--- src/rtl/uart_rx_pkg.sv ---
// Shared types and constants for the UART receiver control path.
// The state encoding here is also what the FSM reports on its debug port.
package uart_rx_pkg;

  typedef enum logic [2:0] {
    IDLE   = 3'd0,
    START  = 3'd1,
    DATA   = 3'd2,
    PARITY = 3'd3,
    STOP   = 3'd4
  } rx_state_e;

  localparam int PRESCALE_X8  = 8;
  localparam int PRESCALE_X16 = 16;
  localparam int PRESCALE_X32 = 32;

  localparam logic START_BIT = 1'b0;
  localparam logic STOP_BIT  = 1'b1;

endpackage

--- src/rtl/edge_bit_counter.sv ---
// Oversampling edge counter and data-bit counter for the UART receiver.
// Holds the latched prescale (stored as its last edge index) and flags the last edge of each bit.
module edge_bit_counter
  import uart_rx_pkg::*;
#(
  parameter int DATA_WIDTH     = 8,
  parameter int PRESCALE_WIDTH = 6
) (
  input  logic                      clk,
  input  logic                      rst_n,
  input  logic                      cnt_en,
  input  logic                      bit_en,
  input  logic                      clr,
  input  logic                      load,
  input  logic [PRESCALE_WIDTH-1:0] prescale,
  output logic [PRESCALE_WIDTH-1:0] edge_cnt,
  output logic [3:0]                bit_cnt,
  output logic                      last_edge,
  output logic                      last_bit
);

  logic [PRESCALE_WIDTH-1:0] edge_last;

  assign last_edge = cnt_en && (edge_cnt == edge_last);
  assign last_bit  = (bit_cnt == 4'(DATA_WIDTH - 1));

  // Storing P-1 keeps the per-cycle compare a plain equality.
  always_ff @(posedge clk or negedge rst_n) begin
    if (!rst_n) begin
      edge_last <= '0;
    end else if (load) begin
      edge_last <= prescale - PRESCALE_WIDTH'(1);
    end
  end

  always_ff @(posedge clk or negedge rst_n) begin
    if (!rst_n) begin
      edge_cnt <= '0;
    end else if (clr) begin
      edge_cnt <= '0;
    end else if (cnt_en) begin
      edge_cnt <= last_edge ? '0 : edge_cnt + PRESCALE_WIDTH'(1);
    end
  end

  always_ff @(posedge clk or negedge rst_n) begin
    if (!rst_n) begin
      bit_cnt <= '0;
    end else if (clr) begin
      bit_cnt <= '0;
    end else if (bit_en && last_edge) begin
      bit_cnt <= last_bit ? 4'd0 : bit_cnt + 4'd1;
    end
  end

endmodule

--- src/rtl/uart_rx_fsm.sv ---
// UART receiver frame sequencer: walks start/data/parity/stop, issues one-cycle check and
// shift strobes on the last oversampling edge of each bit, and flags clean frames.
module uart_rx_fsm
  import uart_rx_pkg::*;
#(
  parameter int DATA_WIDTH     = 8,
  parameter int PRESCALE_WIDTH = 6
) (
  input  logic                      CLK,
  input  logic                      RST,
  input  logic                      RX_IN,
  input  logic                      PAR_EN,
  input  logic [PRESCALE_WIDTH-1:0] Prescale,
  input  logic                      sampled_bit,
  input  logic                      strt_glitch,
  input  logic                      par_err,
  input  logic                      stp_err,
  output logic                      dat_samp_en,
  output logic [PRESCALE_WIDTH-1:0] edge_cnt,
  output logic [3:0]                bit_cnt,
  output logic                      strt_chk_en,
  output logic                      par_chk_en,
  output logic                      stp_chk_en,
  output logic                      deser_en,
  output logic                      data_valid,
  output logic [2:0]                fsm_state
);

  rx_state_e state;
  logic      err_flag;
  logic      last_edge;
  logic      last_bit;

  // sampled_bit goes straight to the deserializer in the parent; only its timing matters here.
  logic unused_sampled_bit;
  assign unused_sampled_bit = sampled_bit;

  edge_bit_counter #(
    .DATA_WIDTH     (DATA_WIDTH),
    .PRESCALE_WIDTH (PRESCALE_WIDTH)
  ) u_counter (
    .clk       (CLK),
    .rst_n     (RST),
    .cnt_en    (state != IDLE),
    .bit_en    (state == DATA),
    .clr       (state == IDLE),
    .load      ((state == IDLE) && (RX_IN == START_BIT)),
    .prescale  (Prescale),
    .edge_cnt  (edge_cnt),
    .bit_cnt   (bit_cnt),
    .last_edge (last_edge),
    .last_bit  (last_bit)
  );

  assign fsm_state   = state;
  assign dat_samp_en = (state != IDLE);
  assign strt_chk_en = (state == START)  && last_edge;
  assign deser_en    = (state == DATA)   && last_edge;
  assign par_chk_en  = (state == PARITY) && last_edge;
  assign stp_chk_en  = (state == STOP)   && last_edge;

  // Handshake: data_valid is a one-cycle pulse with no ready; the consumer must take it that cycle.
  always_ff @(posedge CLK or negedge RST) begin
    if (!RST) begin
      state      <= IDLE;
      err_flag   <= 1'b0;
      data_valid <= 1'b0;
    end else begin
      data_valid <= 1'b0;
      case (state)
        IDLE: begin
          if (RX_IN == START_BIT) state <= START;
        end
        START: begin
          if (last_edge) state <= strt_glitch ? IDLE : DATA;
        end
        DATA: begin
          if (last_edge && last_bit) state <= PAR_EN ? PARITY : STOP;
        end
        PARITY: begin
          // A parity failure does not abort the frame, so stop-bit timing stays intact.
          if (last_edge) begin
            err_flag <= par_err;
            state    <= STOP;
          end
        end
        STOP: begin
          if (last_edge) begin
            data_valid <= !stp_err && !err_flag;
            err_flag   <= 1'b0;
            state      <= IDLE;
          end
        end
        default: state <= IDLE;
      endcase
    end
  end

endmodule

--- config.mk ---
export PLATFORM = sky130hd
export DESIGN_NAME = uart_rx_fsm
export DESIGN_NICKNAME = d
export VERILOG_FILES = /design/src/rtl/uart_rx_pkg.sv /design/src/rtl/edge_bit_counter.sv /design/src/rtl/uart_rx_fsm.sv
export SDC_FILE = /design/constraint.sdc
export NUM_CORES = 1
export LEC_CHECK = 0
export CAP_MARGIN = 5
export CORE_ASPECT_RATIO = 1.75
export CORE_MARGIN = 4
export CORE_UTILIZATION = 40
export DETAILED_ROUTE_END_ITERATION = 8
export GPL_TIMING_DRIVEN = 1
export HOLD_SLACK_MARGIN = 0.06
export PLACE_DENSITY = 0.78
export REMOVE_ABC_BUFFERS = 1
export SETUP_SLACK_MARGIN = 0.4
export SYNTH_ARGS = -nofsm -noshare
export SYNTH_HDL_FRONTEND = slang
export SYNTH_SLANG_ARGS = --single-unit
--- constraint.sdc ---
create_clock -name CLK -period 2.4 [get_ports CLK]
set_input_delay 0.36 -clock CLK [delete_from_list [all_inputs] [get_ports CLK]]
set_output_delay 0.36 -clock CLK [all_outputs]
set_load 0.1 [all_outputs]
-- Word-level counts from Yosys, hierarchy flattened
Index checks and enable logic that the tools add are counted.
- flip-flop bits (word level): 21
- output and inout port bits: 19
- input bits: 14
- word-level logic and storage cells: 57
- multiplexer cells: 19
- add/sub/neg operators: 3
- bitwise gates (word level): 1
- equality and inequality tests: 11
- reduce and logical (&&, ||, !) cells: 17
- operator list (cell ; count):
    3-bit 2-to-1 mux ; 6
    6-bit 2-to-1 mux ; 3
    3-bit one-hot mux with 5 select lines ; 1
    4-bit 2-to-1 mux ; 3
    2-bit != test (second input constant) ; 5
    1-bit logical AND ; 8
    6-bit by 1-bit adder with 6-bit output (second input constant) ; 1
    3-bit by 2-bit equality test with 1-bit output (second input constant) ; 2
    6-bit equality test ; 1
    2-bit nonzero test ; 3
    6-bit by 1-bit subtractor with 6-bit output (second input constant) ; 1
    5-bit AND reduction ; 1
    4-bit by 1-bit adder with 4-bit output (second input constant) ; 1
    4-bit by 3-bit equality test with 1-bit output (second input constant) ; 1
    1-bit 2-to-1 mux ; 4
    3-bit by 1-bit equality test with 1-bit output (second input constant) ; 1
    3-bit equality test (second input constant) ; 1
    3-bit logical NOT ; 1
    3-bit AND reduction ; 1
    3-bit nonzero test ; 1
    1-bit logical NOT ; 2
    2-bit 2-to-1 mux ; 1
    1-bit one-hot mux with 2 select lines ; 1
    1-bit NOT ; 1

-- Logic depth before layout (Yosys ltp)
- depth after elaboration: 5
- depth in mapped cells: 7
- mapped depth without buffers: 6

-- By module
A second synthesis with hierarchy kept.
- cell total of the unflattened synthesis: 137
- area total of the unflattened synthesis: 1292.5 sq um
- by module, submodules not included (module ; times used ; cells each ; area each (sq um) ; sequential area each (sq um)):
    edge_bit_counter ; 1 ; 100 ; 942.2 ; 400.4
    uart_rx_fsm ; 1 ; 37 ; 350.3 ; 125.1

-- Worst setup path after synthesis
Ideal clock, no wire load.
- path kind: flip-flop to output port
- from: reg u_counter.edge_cnt[4]
- to: out par_chk_en
- buffers on the path: 0
- arrival time: 4.548 ns
- cell stages (with the launch flop): 5
- data required time: 2.040 ns
- slack: -2.508 ns
- cells stage by stage: dfrtp_1 -> xor2_1 -> nor4_4 -> nand2_2 -> nor4_1
- cells in the longest elaborated chain, start to end: 3
- RTL lines (element ; RTL line ; RTL):
    start, declared ; edge_bit_counter.sv:16 ; output logic [PRESCALE_WIDTH-1:0] edge_cnt,
    start signal, assigned ; edge_bit_counter.sv:42 ; edge_cnt <= last_edge ? '0 : edge_cnt + PRESCALE_WIDTH'(1);
    6-bit equality test ; edge_bit_counter.sv:24 ; assign last_edge = cnt_en && (edge_cnt == edge_last);
    1-bit logical AND ; edge_bit_counter.sv:24 ;
    1-bit logical AND ; uart_rx_fsm.sv:59 ; assign par_chk_en = (state == PARITY) && last_edge;
    end, declared ; uart_rx_fsm.sv:22 ; output logic par_chk_en,
Every way passes these cells.

-- Worst setup path after layout
Ends and elaborated chain as after synthesis.

==> metrics.txt <==
die area=0.00400 sq mm; WL/cell=15.6 um; Fin. Hold Viols=0; final worst slack=266 ps; I/O pin count=33; core area=0.00293 sq mm; Post-layout nets=196; Synth async-reset ratio=100%; GRT busiest layer=met2; largest net degree at the start of global routing=22; ant diodes=0; Yosys cell types=34; Top delay family on crit path=simple AND/OR/NAND/NOR gates; Worst Max-Slew Pin Slew=355 ps; Leak=0.794 nW; worst hold path class=input port to asynchronous set/reset pin; Ys Warns=0; die span in y=80.7 um; crit end category=output pin; post-DR vias/cell=5.63; TritonCTS Buffers=3; Seq cells post-synth=21; clock sink count=21; Reg clk slew, reported paths=80 ps; GP Congestion=0.762; CTS Root Cell=clkbuf_8; fin. max-slew vios=0; Iter 0 DRT Violations=40; cell chain of the critical path=xor2_1 -> nor4_4 -> nand2_2 -> nor4_4 -> buf_12; Rows=26; Synth area leader=dfrtp_1; IO Port Bufs=31; max_cap viols=0; Worst path max stage delay=390 ps; Post-Route Skew=3.62 ps; RR Startpoint=u_counter.edge_cnt[4]$_DFF_PN0_; number of global-route vias before repair=1,142; R2R depth=8; R2R setup slack=420 ps; # H-tree levels=1; post-synth top area share=43.5%; commonest non-fill, non-tap cell in the layout=buf_4; Slew headroom=76.3%; Post-DP Area=0.00152 sq mm; fmax=0.469 GHz; Synth Instances=130; ys flop type=dfrtp_1; HPWL Detailed=2230 um; Mapped Area=0.00121 sq mm; synth top area cells=dfrtp_1, xor2_1, nor2_1, mux2i_1, ha_1; antenna violations before repair=0; total grt overflow=0; Longest Clk Path Bufs=2; CP required=2040 ps; CP max-delay cell=dfrtp_1; GRT Util Overall=16.3%; clock latency on the worst-skew pair=260 ps; Post-Route WL=3210 um; CP arrival=1770 ps; CTS tree=done; kind of critical path=flop to output pin; CP bufs+invs=1; outcome=finished clean; hold-fix buffers at CTS=0; Post-synth EDFFs=0; GR Layer Usage met1=16.3%; R2R Path End=err_flag$_DFFE_PN0P_; Tcrit/Tclk final=88.9%; grt met2 use=32.6%; Final min period=2130 ps; post-route cell area=0.00174 sq mm; CP Max Fanout=3; most frequent CP cell=nor4_4; Remaining DRCs=0; Layout area overhead=44.1%; most frequent cells in the layout=buf_4, nor2_1, dfrtp_1, clkdlybuf4s50_1, xor2_1; hold slack final=437 ps; sequential area share after synthesis=43.5%; Via Count=1,160; RSZ-0062 raised after global routing=yes; initial core utilization=41.3%; pre-CTS worst setup slack=233 ps; worst vdd ir=0.00101 V; share of layout cells above drive strength 1=32.6%; met3 Use GR=2.78%; die width=49.6 um; Pwr Density=1360 mW/mm^2; Detailed Routing Iterations Pass 1=4; Final ANT Viol Nets=0; Final setup viols=0; first-pass GRT wire length=5000 um; crit start category=flop; syn_area_per_cell=9.30 sq um
[Yosys cell counts, types with 3 or more instances]
cell type / n
o21ai_0: 6
dfrtp_1: 21
nand2_1: 7
a21oi_1: 6
inv_1: 6
nand4_1: 5
ha_1: 3
nor2_1: 21
xnor2_1: 4
nor3_1: 3
xor2_1: 10
nand3_1: 3
buf_6: 3
mux2i_1: 4
nor4_1: 3
[repair_timing]
item,4_1_cts,5_1_grt
cloned,0,0
pin swaps,7,5
setup endpoints to repair,4,4
resized for setup,13,0
buffers inserted,12,5
[metal layers]
| metal | share of wire [%] | up-vias | wire, um |
|---|---|---|---|
| met5 | 0 | - | 0 |
| met4 | 1.7 | 0 | 53 |
| met3 | 6.1 | 7 | 196 |
| met2 | 57 | 49 | 1820 |
| met1 | 36 | 556 | 1140 |
| li1 | - | 548 | - |
[logic make-up (layout without fill, tap and decap cells)]
group	Yosys count	in the layout	share of synthesized area (%)
xor gates and xnor gates	14	14	10.1
buffers and inverters	11	59	5.28
DFF	21	21	43.5
AOI/OAI and AO/OA	20	20	9.94
adders and majority gates	3	3	3.11
muxes	4	4	3.31
and+or+nand+nor	57	57	24.7
[per-stage QoR]
stage	total power [mW]	TNS, ps	util, %	cells
after floorplan	1.59	-11080	-	125
after global placement	1.85	0	52.0	185
after detailed placement	1.89	0	52.0	185
after CTS	2.29	0	58.2	201
after global routing	2.49	0	59.5	206
final	2.36	0	59.5	206
[worst max-delay path by stage]
stage / from / slack, ps / endpoint / cells past startpoint
2_1_floorplan: u_counter.edge_cnt[4]$_DFF_PN0_ / -2510 / par_chk_en / 4
4_1_cts: u_counter.edge_cnt[3]$_DFF_PN0_ / 260 / par_chk_en / 5
3_3_place_gp: u_counter.edge_cnt[4]$_DFF_PN0_ / 260 / par_chk_en / 5
5_1_grt: u_counter.edge_cnt[4]$_DFF_PN0_ / 190 / deser_en / 5
6_report: u_counter.edge_cnt[4]$_DFF_PN0_ / 270 / par_chk_en / 5
3_5_place_dp: u_counter.edge_cnt[4]$_DFF_PN0_ / 230 / par_chk_en / 5
[registers in the layout, indices dropped and copies added (netlist names)]
| name | flops |
|---|---|
| u_counter.edge_cnt | 6 |
| data_valid | 1 |
| fsm_state | 3 |
| err_flag | 1 |
| u_counter.bit_cnt | 4 |
| u_counter.edge_last | 6 |
[worst reg2reg max path: stages, from the launching register on]
cell and delay (ps):
dfrtp_1 390, xor2_1 200, nor4_4 330, nand2_2 160, buf_4 160, buf_4 120
buf_4 140, o21ba_1 180, a211oi_1 210
[power breakdown]
group | switching [mW] | internal, mW | total, mW | leakage (nW)
Combinational | 1.06 | 0.481 | 1.54 | 0.516
Sequential | 0.102 | 0.487 | 0.589 | 0.252
Clock | 0.114 | 0.116 | 0.230 | 0.0255
[area by class of cell]
type                       instances  area (sq um)
sequential                        21           532
clock inverter                     1          5.00
clock buffer                       3          41.3
multi-input combinational         98           658
tap                               28          35.0
inverter                           6          22.5
fill                             255          1190
timing repair buffer              49           448
No activity file was read; power rests on OpenSTA's default activity.
